==> src/rtl/multi_way_signal_ctrl.sv <==
// N-way traffic-signal controller: rotating green/yellow/all-red with demand skipping,
// emergency preemption and a flashing-yellow maintenance mode. All outputs registered.
module multi_way_signal_ctrl #(
    parameter int N_WAY    = 4,
    parameter int CNT_W    = 8,
    parameter int GREEN_T  = 20,
    parameter int YELLOW_T = 4,
    parameter int ALLRED_T = 2,
    parameter int MIN_T    = 5,
    parameter int FLASH_T  = 8
) (
    input  logic                       clk,
    input  logic                       reset,
    input  logic                       enable,
    input  logic [N_WAY-1:0]           demand,
    input  logic                       emg_req,
    input  logic [$clog2(N_WAY)-1:0]   emg_way,
    output logic [3*N_WAY-1:0]         light,
    output logic [$clog2(N_WAY)-1:0]   active_way,
    output logic [1:0]                 phase
);

    localparam int WAY_W = $clog2(N_WAY);

    localparam logic [1:0] ALL_RED = 2'd0;
    localparam logic [1:0] GREEN   = 2'd1;
    localparam logic [1:0] YELLOW  = 2'd2;
    localparam logic [1:0] FLASH   = 2'd3;

    localparam logic [CNT_W-1:0] GREEN_LD  = CNT_W'(GREEN_T - 1);
    localparam logic [CNT_W-1:0] YELLOW_LD = CNT_W'(YELLOW_T - 1);
    localparam logic [CNT_W-1:0] ALLRED_LD = CNT_W'(ALLRED_T - 1);
    localparam logic [CNT_W-1:0] MIN_LD    = CNT_W'(MIN_T - 1);
    localparam logic [CNT_W-1:0] FLASH_LD  = CNT_W'(FLASH_T - 1);
    localparam logic [WAY_W-1:0] LAST_WAY  = WAY_W'(N_WAY - 1);

    logic [CNT_W-1:0]   timer, nxt_timer;
    logic               flash_on, nxt_flash;
    logic               restart, nxt_restart;
    logic [1:0]         nxt_phase;
    logic [WAY_W-1:0]   nxt_way;
    logic [3*N_WAY-1:0] nxt_light;
    logic [WAY_W-1:0]   cyc_way, probe, found_way, next_way;
    logic               hit;
    logic               timer_done;

    assign timer_done = (timer == '0);

    // Scan active_way+1 upward with wrap; the last probe lands on active_way itself.
    always_comb begin
        cyc_way   = (active_way == LAST_WAY) ? '0 : active_way + WAY_W'(1);
        probe     = cyc_way;
        found_way = cyc_way;
        hit       = 1'b0;
        for (int i = 0; i < N_WAY; i++) begin
            if (!hit && demand[probe]) begin
                found_way = probe;
                hit       = 1'b1;
            end
            probe = (probe == LAST_WAY) ? '0 : probe + WAY_W'(1);
        end
        if (emg_req)
            next_way = emg_way;
        else if (restart)
            next_way = '0;
        else
            next_way = found_way;
    end

    always_comb begin
        nxt_phase   = phase;
        nxt_way     = active_way;
        nxt_timer   = timer;
        nxt_flash   = flash_on;
        nxt_restart = restart;
        if (!enable) begin
            if (phase != FLASH) begin
                nxt_phase = FLASH;
                nxt_timer = FLASH_LD;
                nxt_flash = 1'b1;
            end else if (timer_done) begin
                nxt_flash = ~flash_on;
                nxt_timer = FLASH_LD;
            end else begin
                nxt_timer = timer - CNT_W'(1);
            end
        end else begin
            case (phase)
                FLASH: begin
                    nxt_phase   = ALL_RED;
                    nxt_timer   = ALLRED_LD;
                    nxt_restart = 1'b1;
                end
                ALL_RED: begin
                    if (timer_done) begin
                        nxt_phase   = GREEN;
                        nxt_way     = next_way;
                        nxt_timer   = GREEN_LD;
                        nxt_restart = 1'b0;
                    end else begin
                        nxt_timer = timer - CNT_W'(1);
                    end
                end
                GREEN: begin
                    // Holding for the emergency way keeps the timer parked so release gives MIN_T cycles.
                    if (emg_req && emg_way == active_way) begin
                        nxt_timer = MIN_LD;
                    end else if (emg_req || timer_done) begin
                        nxt_phase = YELLOW;
                        nxt_timer = YELLOW_LD;
                    end else begin
                        nxt_timer = timer - CNT_W'(1);
                    end
                end
                default: begin
                    if (timer_done) begin
                        nxt_phase = ALL_RED;
                        nxt_timer = ALLRED_LD;
                    end else begin
                        nxt_timer = timer - CNT_W'(1);
                    end
                end
            endcase
        end
    end

    always_comb begin
        nxt_light = {N_WAY{3'b100}};
        for (int i = 0; i < N_WAY; i++) begin
            if (nxt_phase == FLASH)
                nxt_light[3*i +: 3] = nxt_flash ? 3'b010 : 3'b000;
            else if (i == int'(nxt_way) && nxt_phase == GREEN)
                nxt_light[3*i +: 3] = 3'b001;
            else if (i == int'(nxt_way) && nxt_phase == YELLOW)
                nxt_light[3*i +: 3] = 3'b010;
        end
    end

    always_ff @(posedge clk) begin
        if (reset) begin
            phase      <= ALL_RED;
            active_way <= '0;
            timer      <= ALLRED_LD;
            flash_on   <= 1'b0;
            restart    <= 1'b1;
            light      <= {N_WAY{3'b100}};
        end else begin
            phase      <= nxt_phase;
            active_way <= nxt_way;
            timer      <= nxt_timer;
            flash_on   <= nxt_flash;
            restart    <= nxt_restart;
            light      <= nxt_light;
        end
    end

endmodule

==> config.mk <==
export PLATFORM = sky130hd
export DESIGN_NAME = multi_way_signal_ctrl
export DESIGN_NICKNAME = d
export VERILOG_FILES = /design/src/rtl/multi_way_signal_ctrl.sv
export SDC_FILE = /design/constraint.sdc
export NUM_CORES = 1
export LEC_CHECK = 0
export ABC_AREA = 1
export ABC_CLOCK_PERIOD_IN_PS = 2400
export BUFFER_PORTS_ARGS = -buffer_cell sky130_fd_sc_hd__buf_4
export CAP_MARGIN = 20
export CORE_MARGIN = 8
export CORE_UTILIZATION = 56
export DETAILED_ROUTE_END_ITERATION = 6
export GPL_TIMING_DRIVEN = 0
export PLACE_DENSITY = 0.79
export REMOVE_ABC_BUFFERS = 1
export SYNTH_ARGS = -nofsm -noshare
export SYNTH_HDL_FRONTEND = slang
export SYNTH_SLANG_ARGS = --single-unit
==> constraint.sdc <==
create_clock -name clk -period 2.4 [get_ports clk]
set_clock_uncertainty 0.05 [all_clocks]
set_input_delay 0.48 -clock clk [delete_from_list [all_inputs] [get_ports clk]]
set_output_delay 0.48 -clock clk [all_outputs]
set_load 0.02 [all_outputs]
==> flow_metrics.env <==
export IMPL_clkSinkCount=26
export IMPL_nets=276
export IMPL_setup_viol=0
export IMPL_synthDistinctLibCells=34
export IMPL_placementRows=20
export IMPL_yosys_area_share_simple=0.414
export IMPL_htree_levels=1
export IMPL_yosysSeqAreaShare=0.310
export IMPL_synth_top_area_frac=0.310
export IMPL_holdBufCountCts=0
export IMPL_die_area_sq_mm=0.00501
export IMPL_die_w_microns=70.8
export IMPL_cp_max_fo=7
export IMPL_finalPower_uw=993
export IMPL_cp_required_ns=2.56
export IMPL_finalCritPeriodShare=0.924
export IMPL_fin_ws_ns=0.182
export IMPL_start_util=0.569
export IMPL_pin_count=26
export IMPL_syn_avg_cell_area_sq_um=7.28
export IMPL_pwr_share_clk=0.220
export IMPL_synth_cells=231
export IMPL_path_cells="ha_2 > nor2_4 > buf_4 > nand2_4 > nand2_4 > nand2_2 > a21oi_4 > nand3_1 > nand2_1 > inv_2 > nand2_2 > nand2_2 > nand2_4 > nand3_1 > nand2_1 > nand2_1"
export IMPL_cts_root_buffer="clkbuf_4"
export IMPL_avgViaCountPerCell=5.13
export IMPL_post_place_ws_ns=-0.186
export IMPL_clock_latency_ns=0.32
export IMPL_slew_headroom=0.637
export IMPL_dr_pass1_iters=4
export IMPL_cts_tree="done"
export IMPL_gp_congestion=0.860
export IMPL_worstSetupEndpointType="flip-flop"
export IMPL_synth_top_family_by_area="simple AND/OR/NAND/NOR gates"
export IMPL_diodes=0
export IMPL_slowest_delay_ns=0.39
export IMPL_synth_compound_area_frac=0.139
export IMPL_drt_iter0_drc=78
export IMPL_routed_wl_microns=3600
export IMPL_grt_setup_unrepaired="no"
export IMPL_numCtsBuffers=3
export IMPL_drv_cap=0
export IMPL_sw_frac_of_total=0.328
export IMPL_cts_path_max_buffers=2
export IMPL_synth_seq_cells=26
export IMPL_area_delta_synth_final_pct=17.6
export IMPL_drive_gt1_frac=0.327
export IMPL_ant_nets=0
export IMPL_grt_overflow=0
export IMPL_finish_utilization=0.670
export IMPL_crit_slowest_cell="dfxtp_2"
export IMPL_coreArea_sq_mm=0.00295
export IMPL_numPortBuffers=25
export IMPL_chipHeight_microns=70.8
export IMPL_drc=0
export IMPL_p_per_area_mw_per_mm2=502
export IMPL_finalCriticalPeriod_ns=2.22
export IMPL_grt_util_all_layers=0.139
export IMPL_synthTopCellsByArea="dfxtp_1 (31%), nand2_1 (12%), inv_1 (6.7%), nand2_4 (6.7%), nand2_2 (4.8%)"
export IMPL_grt_max_degree=15
export IMPL_synth_mux_area_frac=0
export IMPL_synth_adder_area_share=0.0149
export IMPL_hold_viol_final=0
export IMPL_power_switching_uw=326
export IMPL_synth_edf_count=0
export IMPL_grt_pass1_wl_microns=5900
export IMPL_max_clock_freq_mhz=451
export IMPL_syn_area_sq_mm=0.00168
export IMPL_synth_top_area_cell="dfxtp_1"
export IMPL_clk_pin_slew_ns=0.14
export IMPL_synth_async_reset_ratio=0
export IMPL_cp_start_kind="flip-flop"
export IMPL_critPathArrivalTime_ns=2.38
export IMPL_p_leak_nw=0.994
export IMPL_vias=1519
export IMPL_ir_drop_mv=0.348
export IMPL_synth_xor_xnor_area_share=0.0312
export IMPL_dpl_hpwl_microns=2770
export IMPL_worst_slew_pin_slew_ns=0.540
export IMPL_wl_per_cell_microns=12.1
export IMPL_grt_pass1_vias=1394
export IMPL_p_int_uw=667
export IMPL_hp_class="in -> reg"
export IMPL_drv_slew=0
export IMPL_fill_cells=253
export IMPL_grt_antenna_before_repair=0
export IMPL_ys_warn_count=0
export IMPL_status="finished clean"
export IMPL_crit_type="reg -> reg"
export IMPL_synth_main_ff_cell="dfxtp_1"
export IMPL_combPwrFrac=0.295
export IMPL_pwr_share_seq=0.485
==> sequential cells by signal, indices dropped and copies added, names as in the netlist <==
register and flops:
timer 8, phase 2, active_way 2, flash_on 1, light 12, restart 1
==> cells by family after synthesis <==
kind of cell | after synthesis
AO/OA/AOI/OAI | 31
flip-flops | 26
AND/OR/NAND/NOR | 127
adder cells (fa/ha/maj) | 2
buffers and inverters | 39
XOR/XNOR | 6
==> Yosys cell counts, types with 2 or more instances <==
cell type / count
a21oi_4: 3
nand2_1: 53
ha_1: 2
inv_1: 30
o211ai_1: 2
nand3_1: 15
o21ai_1: 2
nor2_4: 2
nand2_2: 13
o21ai_0: 8
dfxtp_1: 26
inv_2: 7
nand2_4: 10
xor2_1: 5
a21oi_1: 8
nand3_2: 7
nor2_1: 21
==> power groups by stage <==
| stage | Sequential (mW) | Clock (mW) | Combinational, mW |
|---|---|---|---|
| CTS | 0.481 | 0.223 | 0.291 |
| global route | 0.485 | 0.239 | 0.325 |
| finish | 0.481 | 0.219 | 0.293 |
| floorplan | 0.509 | 0 | 0.186 |
| global placement | 0.489 | 0 | 0.284 |
| detailed placement | 0.491 | 0 | 0.288 |
==> routing by layer <==
| layer | up-vias | share of wire | track usage | routed length [microns] |
|---|---|---|---|---|
| li1 | 793 | - | - | - |
| met2 | 31 | 0.49 | 0.241 | 1780 |
| met4 | 0 | 0.0081 | 0.0416 | 29 |
| met5 | - | 0 | 0 | 0 |
| met3 | 4 | 0.039 | 0.0268 | 141 |
| met1 | 691 | 0.46 | 0.167 | 1640 |
==> layout by cell type, fill, tap and decap left out, types with 2 or more instances in the layout <==
cell type,n
nor2_4,3
buf_4,30
a21oi_4,3
a21oi_1,8
inv_2,7
inv_1,30
clkbuf_4,3
nor2_1,21
nand2_1,53
nand3_2,7
o21ai_1,2
nand2_4,10
nand2_2,13
xor2_1,5
nand3_1,15
dfxtp_1,25
o21ai_0,8
o211ai_1,2
==> through the flow <==
stage | hold slack, ns | instance area [sq um] | std cells | setup TNS [ns]
2_1_floorplan | 0.396 | 1670 | 229 | -0.00607
3_5_place_dp | 0.436 | 1900 | 287 | -1.46
3_3_place_gp | 0.429 | 1900 | 287 | -0.994
5_1_grt | 0.344 | 1980 | 296 | 0
6_report | 0.345 | 1980 | 296 | 0
4_1_cts | 0.344 | 1940 | 291 | 0
==> final timing paths <==
path                            cells past startpoint  slack, ns                  end                      from
worst min register to register                      1       0.45  timer[0]$_SDFF_PP1_       timer[0]$_SDFF_PP1_
worst max-delay path                               16       0.18  light[5]$_SDFF_PP1_  active_way[0]$_SDFF_PP0_
worst min-delay path                                2       0.34  timer[2]$_SDFF_PP0_                     reset
worst max register to register                     16       0.18  light[5]$_SDFF_PP1_  active_way[0]$_SDFF_PP0_
==> critical path: cells and delay by family, from the launching register on <==
kind            cells  cell delay (ns)
compound gates      1             0.17
fa+ha+maj           1             0.22
buf+inv             2             0.21
flops               1             0.39
simple gates       12             1.08
==> cell type report <==
class / instances / area, sq um / share of cell area
Timing Repair Buffer: 30 / 225 / 0.114
Clock buffer: 4 / 36.3 / 0.0183
Inverter: 37 / 139 / 0.0702
Sequential cell: 26 / 522 / 0.264
Tap cell: 33 / 41.3 / 0.0209
Multi-Input combinational cell: 166 / 1010 / 0.513
==> what timing repair did <==
action	in CTS	in global routing
pin swaps	1	1
resized for setup	1	2
buffers inserted	0	5
endpoints found under the setup margin	14	12
(Power assumes the default switching activity.)
